**config.mk**
```make
export PLATFORM = sky130hd
export DESIGN_NAME = mul_sequencer_flat
export DESIGN_NICKNAME = d
export VERILOG_FILES = /design/src/rtl/mul_sequencer_if.sv /design/src/rtl/mul_sequencer.sv /design/src/flat_wrapper.sv
export SDC_FILE = /design/constraint.sdc
export NUM_CORES = 1
export LEC_CHECK = 0
export ABC_CLOCK_PERIOD_IN_PS = 4100
export BUFFER_PORTS_ARGS = -buffer_cell sky130_fd_sc_hd__buf_2
export CAP_MARGIN = 10
export CORE_MARGIN = 8
export CORE_UTILIZATION = 50
export DETAILED_ROUTE_END_ITERATION = 7
export PLACE_DENSITY = 0.71
export SETUP_SLACK_MARGIN = 0.3
export SLEW_MARGIN = 20
export SYNTH_ARGS = -nofsm -noshare
export SYNTH_HDL_FRONTEND = slang
export SYNTH_SLANG_ARGS = --single-unit
```
**constraint.sdc**
```tcl
create_clock -name clk -period 4.1 [get_ports clk]
set_input_delay 0.205 -clock clk [delete_from_list [all_inputs] [get_ports clk]]
set_output_delay 0.205 -clock clk [all_outputs]
set_load 0.05 [all_outputs]
```
**src/rtl/mul_sequencer_if.sv**
```systemverilog
// EX-stage multiply handshake: instruction/operands in, stall/done/result back.
// Latency: n/a (wires only).  Backpressure: stall is driven by the sequencer.
interface mul_sequencer_if #(
    parameter int WIDTH = 64
);
    logic             start;
    logic [3:0]       ALUCtl;
    logic [WIDTH-1:0] a;
    logic [WIDTH-1:0] b;
    logic             flush;
    logic             stall;
    logic             done;
    logic [WIDTH-1:0] result;

    modport master (
        output start, ALUCtl, a, b, flush,
        input  stall, done, result
    );

    modport slave (
        input  start, ALUCtl, a, b, flush,
        output stall, done, result
    );
endinterface

```
**src/rtl/mul_sequencer.sv**
```systemverilog
// Iterative shift-add MUL sequencer for the EX stage, STEP multiplier bits per cycle.
// Latency: max(1, ceil(bitlen(b)/STEP)) busy cycles, done pulse the cycle after.
// Backpressure: combinational stall in accept and BUSY cycles; flush squashes.
module mul_sequencer #(
    parameter int         WIDTH   = 64,
    parameter int         STEP    = 1,
    parameter logic [3:0] ALU_MUL = 4'b1010
) (
    input logic            clk,
    input logic            rst_n,
    mul_sequencer_if.slave bus
);
    localparam int NUM_STEPS = WIDTH / STEP;
    localparam int CNT_W     = (NUM_STEPS > 1) ? $clog2(NUM_STEPS) : 1;
    localparam logic [CNT_W-1:0] LAST_CNT = CNT_W'(NUM_STEPS - 1);

    typedef enum logic [1:0] {
        IDLE = 2'd0,
        BUSY = 2'd1,
        DONE = 2'd2
    } state_e;

    state_e           state_q, state_d;
    logic [WIDTH-1:0] acc_q, acc_d;
    logic [WIDTH-1:0] mcand_q, mcand_d;
    logic [WIDTH-1:0] mplier_q, mplier_d;
    logic [WIDTH-1:0] result_q, result_d;
    logic [CNT_W-1:0] cnt_q, cnt_d;
    logic             done_q, done_d;

    logic             accept;
    logic [WIDTH-1:0] partial;
    logic [WIDTH-1:0] acc_sum;
    logic [WIDTH-1:0] mplier_shift;

    assign accept = bus.start & (bus.ALUCtl == ALU_MUL) & ~bus.flush
                  & ((state_q == IDLE) | (state_q == DONE));

    // Partial product of the multiplicand with the low STEP multiplier bits.
    always_comb begin
        partial = '0;
        for (int i = 0; i < STEP; i++) begin
            if (mplier_q[i]) begin
                partial = partial + (mcand_q << i);
            end
        end
    end

    assign acc_sum      = acc_q + partial;
    assign mplier_shift = mplier_q >> STEP;

    always_comb begin
        state_d  = state_q;
        acc_d    = acc_q;
        mcand_d  = mcand_q;
        mplier_d = mplier_q;
        cnt_d    = cnt_q;
        result_d = result_q;
        done_d   = 1'b0;
        if (bus.flush) begin
            state_d = IDLE;
        end else begin
            case (state_q)
                IDLE, DONE: begin
                    if (accept) begin
                        acc_d    = '0;
                        mcand_d  = bus.a;
                        mplier_d = bus.b;
                        cnt_d    = '0;
                        state_d  = BUSY;
                    end else begin
                        state_d  = IDLE;
                    end
                end
                BUSY: begin
                    acc_d    = acc_sum;
                    mcand_d  = mcand_q << STEP;
                    mplier_d = mplier_shift;
                    cnt_d    = cnt_q + 1'b1;
                    // Finish early once no multiplier bits remain to retire.
                    if ((cnt_q == LAST_CNT) || (mplier_shift == '0)) begin
                        state_d  = DONE;
                        result_d = acc_sum;
                        done_d   = 1'b1;
                    end
                end
                default: state_d = IDLE;
            endcase
        end
    end

    always_ff @(posedge clk or negedge rst_n) begin
        if (!rst_n) begin
            state_q  <= IDLE;
            acc_q    <= '0;
            mcand_q  <= '0;
            mplier_q <= '0;
            result_q <= '0;
            cnt_q    <= '0;
            done_q   <= 1'b0;
        end else begin
            state_q  <= state_d;
            acc_q    <= acc_d;
            mcand_q  <= mcand_d;
            mplier_q <= mplier_d;
            result_q <= result_d;
            cnt_q    <= cnt_d;
            done_q   <= done_d;
        end
    end

    assign bus.stall  = ~bus.flush & (accept | (state_q == BUSY));
    assign bus.done   = done_q;
    assign bus.result = result_q;
endmodule

```
**src/flat_wrapper.sv**
```systemverilog
// flat-port wrapper written by rule: the top's interface ports become plain ports
module mul_sequencer_flat 
#(
    parameter int         WIDTH   = 64,
    parameter int         STEP    = 1,
    parameter logic [3:0] ALU_MUL = 4'b1010
)
  (clk, rst_n, bus_start, bus_ALUCtl, bus_a, bus_b, bus_flush, bus_stall, bus_done, bus_result);
  mul_sequencer_if #(.WIDTH(WIDTH)) bus_i ();
  input logic clk;
  input logic rst_n;
  input wire logic [$bits(bus_i.start)-1:0] bus_start;
  input wire logic [$bits(bus_i.ALUCtl)-1:0] bus_ALUCtl;
  input wire logic [$bits(bus_i.a)-1:0] bus_a;
  input wire logic [$bits(bus_i.b)-1:0] bus_b;
  input wire logic [$bits(bus_i.flush)-1:0] bus_flush;
  output wire logic [$bits(bus_i.stall)-1:0] bus_stall;
  output wire logic [$bits(bus_i.done)-1:0] bus_done;
  output wire logic [$bits(bus_i.result)-1:0] bus_result;
  assign bus_i.start = bus_start;
  assign bus_i.ALUCtl = bus_ALUCtl;
  assign bus_i.a = bus_a;
  assign bus_i.b = bus_b;
  assign bus_i.flush = bus_flush;
  assign bus_stall = bus_i.stall;
  assign bus_done = bus_i.done;
  assign bus_result = bus_i.result;
  mul_sequencer #(.WIDTH(WIDTH), .STEP(STEP), .ALU_MUL(ALU_MUL)) u_core (.clk(clk), .rst_n(rst_n), .bus(bus_i));
endmodule
```
# Word level (Yosys, flattened, before mapping)
# Index checks and enable logic that the tools add are counted.
# word_totals
latchBits	0
out_inout_bits	66
romBits	0
memories	0
elab_cells	45
ram_bits	0
reg_bits	265
# op_classes
shift	0
order_cmp	0
div_mod_pow	0
n_mux	16
n_bitwise	7
eq_ne	6
reduce_logical	7
n_mul	0
addsub	2
# op_table
op	count
one-hot mux 64 bit (2 select lines)	3
two-way mux 64 bit	4
adder 64 bit	1
zero test 64 bit	1
one-hot mux 6 bit (2 select lines)	1
adder 6 x 1 -> 6 bit (second input constant)	1
== test 6 bit (second input constant)	1
two-way mux 6 bit	1
AND reduction 3 bit	2
bitwise AND 1 bit	4
== test 4 bit (second input constant)	1
two-way mux 1 bit	4
two-way mux 2 bit	2
one-hot mux 2 bit (2 select lines)	1
!= test 3 x 2 -> 1 bit (second input constant)	1
== test 2 x 1 -> 1 bit (second input constant)	1
== test 2 bit (second input constant)	1
zero test 2 bit	1
!= test 2 x 1 -> 1 bit (second input constant)	1
OR 1 bit	2
nonzero test 2 bit	1
OR reduction 2 bit	1
logical OR 1 bit	1
NOT 1 bit	1

# Logic depth before layout (Yosys ltp)
# logic_depth
ltp_word	7
depth_mapped	16
mapped_depth_nobuf	14

# Worst setup path after synthesis
# Ideal clock, no wire load.
# synth_timing
path_type	register to register
start	reg u_core.mplier_q[0]
end	reg u_core.acc_q[60]
path_buffers	2
slack_ns	0.622
stages_incl_launch_ff	17
arrival_time_ns	3.340
cell_sequence	dfrtp_1 -> clkbuf_1 -> clkbuf_1 -> and2_1 -> ha_1 -> inv_1 -> fa_1 -> nor2b_1 -> o21ai_1 -> o21ai_2 -> a21oi_1 -> o31ai_1 -> a21oi_1 -> o311ai_1 -> a31oi_1 -> xor2_1 -> o22ai_1
# synth_via
elab_chain_len	3
# synth_lines
element	line	source
start, declared	mul_sequencer.sv:26	logic [WIDTH-1:0] mplier_q, mplier_d;
start signal, assigned	mul_sequencer.sv:105	mplier_q <= mplier_d;
two-way mux 64 bit	mul_sequencer.sv:43	if (mplier_q[i]) begin
adder 64 bit	mul_sequencer.sv:49	assign acc_sum = acc_q + partial;
one-hot mux 64 bit (2 select lines)	mul_sequencer.sv:63	case (state_q)
end signal, assigned	mul_sequencer.sv:95	acc_q <= '0;
end signal, assigned	mul_sequencer.sv:103	acc_q <= acc_d;
end, declared	mul_sequencer.sv:24	logic [WIDTH-1:0] acc_q, acc_d;
# Every way passes these cells.
# A chain may end at the register's enable or synchronous reset.

# Worst setup path in the final report
# layout_timing
start	reg u_core.mplier_q[0]
end	reg u_core.result_q[63] (netlist: u_core.bus.result[63])
# layout_via
elab_chain_len	2
# layout_lines
element	line	source
two-way mux 64 bit	mul_sequencer.sv:43	
adder 64 bit	mul_sequencer.sv:49	
end signal, assigned	mul_sequencer.sv:106	result_q <= result_d;
end, declared	mul_sequencer.sv:27	logic [WIDTH-1:0] result_q, result_d;
# Every way passes these cells.

==> reports/results.ini <==
[run_status]
status=complete, no violations

[clock_network]
htreeDepth=1
cts.clk_slew.worst_paths_ps=60
cts_root_buf=clkbuf_16
max-clock-path-buffers=3
cts_tree=built
cts_buffers=29
clkSinkCount=265
worstSkewPairLatency_ps=560

[synthesis]
synth_cell_types=67
yosysSeqAreaShare_pct=43.96
syn_area_mm2=0.01509
syn_nets=1999
syn_area_per_cell_um2=8.390
synth_seq_cells=265
synthArstFlopShare_pct=100.0
synth_edf_count=0
synthFlopType=dfrtp_1
yosys_warnings=0
syn_inst=1798

[route]
route.detailed.drc=0
vias_per_cell=5.741
routed_wl_um=44730
dr.first_iter.drc_count=1079
dr.pass1.iters=6
vias=14180
postRouteAntennaNets=0
wl_per_cell_um=18.11

[die]
initial_core_util_pct=50.76
num_rows=63
die_area_mm2=0.03599
core-area_mm2=0.02972
die_w_um=189.7
ios=202
chipHeight_um=189.7

[pwr]
powerDensity_mw_per_mm2=621.4
intPower_mw=6.860
ir_drop_mv=0.3627
sequentialPowerShare_pct=32.4
p_comb_share_pct=44.6
p_leak_nw=8.583
p_switching_mw=4.765
p_clk_share_pct=23.0
swShare_pct=40.99

[final_layout]
final_common_cell=nand2_1
area_growth_pct=24.00
final_cell_mix=nand2_1, dfrtp_1, buf_2
drive_above_1_share_pct=15.64
nets=2258

[place]
dp_hpwl_um=29900
preCtsSetupSlack_ps=158.8
place.port_buffers=201
gp_congestion=0.9110

[worst_setup_path]
endpoint_kind=flop
reg2reg_slack_ps=400
arrival_ps=4140
timing_worst_setup_path_type=reg2reg
path_max_fanout=33
crit_required_ps=4540
startpoint_type=flop

[timing]
fmaxAchievable_mhz=270.6
fin_crit_ps=3696
skew_ps=19.75
fin_hold_ws_ps=226.4
setup_viol=0
rsz0062_at_grt=yes
hold_viol_final=0
final.setup.tns_ps=0
slew_headroom_pct=30.52
setup_slack_ps=403.9
period_share_pct=90.15
worst_slew_pin_slew_ps=1042
drv_slew=0

[grt]
grt_pass1_vias=14680
antenna_found_initial=2
track_usage_pct=24.34
overflow=0
grt_max_degree=104
grt_pass1_wl_um=73630

[hold_path]
worst_hold_path_type=in2reg

[run]
maxCapViolations=0

-- critical path, cell delays in order, from the launching register on --
cell,delay [ps]
dfrtp_2,470
buf_12,180
and2_1,170
ha_1,420
nand4_1,200
or3_1,430
or4_1,550
o21ai_2,330
a31oi_1,200
xnor2_2,200
xnor2_1,130
mux2_2,260
-- cells in the mapped netlist (4+ instances only) --
master    instances  area [um^2]
nor2_1          167        626.9
nor2b_1          10        62.56
o21a_1            9        67.56
nor3_1           10        50.05
xor2_1           32        280.3
nand3_1           9        45.04
a211oi_1          6        45.04
o21ai_2           4        35.03
nor4_1           20        125.1
nand4_1          33        206.5
or3_1             5        31.28
a21oi_1          74        370.4
ha_1             64        800.8
clkbuf_1         97        364.1
nand2_1         424         1592
dfrtp_1         265         6631
a31oi_1         137        857.1
and2_1           64        400.4
a21o_1           31        232.7
xnor2_1          32        280.3
a22o_1           10        87.58
mux2_2           10        112.6
nand2b_1         13        81.33
buf_2            22        110.1
o22ai_1          43        269.0
o21bai_1         15        112.6
o31ai_1           5        37.54
o21ai_0         115        575.6
inv_1            15        56.30
-- per-stage QoR --
step / cells / utilization, % / instance area (um^2) / power, mW
floorplan: 1798 / - / 15090 / 7.398
global placement: 2284 / 54.90 / 16310 / 8.617
detailed placement: 2284 / 54.90 / 16310 / 8.696
CTS: 2465 / 62.52 / 18580 / 11.50
global route: 2470 / 62.95 / 18710 / 12.40
finish: 2470 / 62.95 / 18710 / 11.62
-- flip-flops by register name (all words and copies together), names as in the netlist --
| register | cells |
|---|---|
| u_core.bus.done | 1 |
| u_core.state_q | 2 |
| u_core.mcand_q | 64 |
| u_core.mplier_q | 64 |
| u_core.cnt_q | 6 |
| u_core.bus.result | 64 |
| u_core.acc_q | 64 |
-- power groups by stage --
stage / registers (mW) / clock network, mW / logic [mW]
3_5_place_dp: 3.79 / 0 / 4.91
3_3_place_gp: 3.77 / 0 / 4.85
5_1_grt: 3.85 / 2.82 / 5.73
2_1_floorplan: 3.72 / 0 / 3.67
4_1_cts: 3.75 / 2.72 / 5.04
6_report: 3.77 / 2.67 / 5.18
-- layout make-up --
class	instances	area [um^2]
Fill cell	2481	11010
Multi-Input combinational cell	1391	8008
Sequential cell	265	6633
Timing Repair Buffer	354	2542
Clock buffer	34	784.5
Tap cell	390	488.0
Clock inverter	18	181.4
Inverter	16	65.06
Antenna cell	2	5.005
-- per-layer routing --
layer / vias up / track usage (%) / wire length [um]
li1: 6805 / - / -
met1: 6780 / 30.66 / 19080
met2: 494 / 41.34 / 21420
met3: 101 / 4.687 / 2822
met4: 0 / 8.509 / 1403
met5: - / 0 / 0
-- what timing repair did --
action	CTS	global route
gates resized for setup	1	15
buffers inserted	0	2
hold buffers	129	0
hold endpoints to repair	227	0
setup endpoints to repair	6	25
cloned	0	1
pin swaps	0	5
-- final timing paths --
path | endpoint | startpoint | depth (start not counted)
worst min-delay path | u_core.cnt_q[1] | bus_flush | 5
worst max register to register | u_core.bus.result[63] | u_core.mplier_q[0] | 11
min in group asynchronous | u_core.acc_q[31] | rst_n | 2
worst max-delay path | u_core.bus.result[63] | u_core.mplier_q[0] | 11
worst min register to register | u_core.bus.result[0] | u_core.bus.result[0] | 2
max in group asynchronous | u_core.mcand_q[47] | rst_n | 3
-- kinds of logic (layout without fill, tap and decap cells) --
group,after synthesis,in the layout,share of synthesized area (%)
and+or+nand+nor,768,768,22.00
AOI/OAI and AO/OA,482,482,20.15
DFF,265,265,43.96
buffers and inverters,142,422,3.807
adders and majority gates,65,65,5.441
xor gates and xnor gates,65,65,3.824
muxes,11,11,0.8128
other,0,2,0
(Power assumes the default switching activity.)
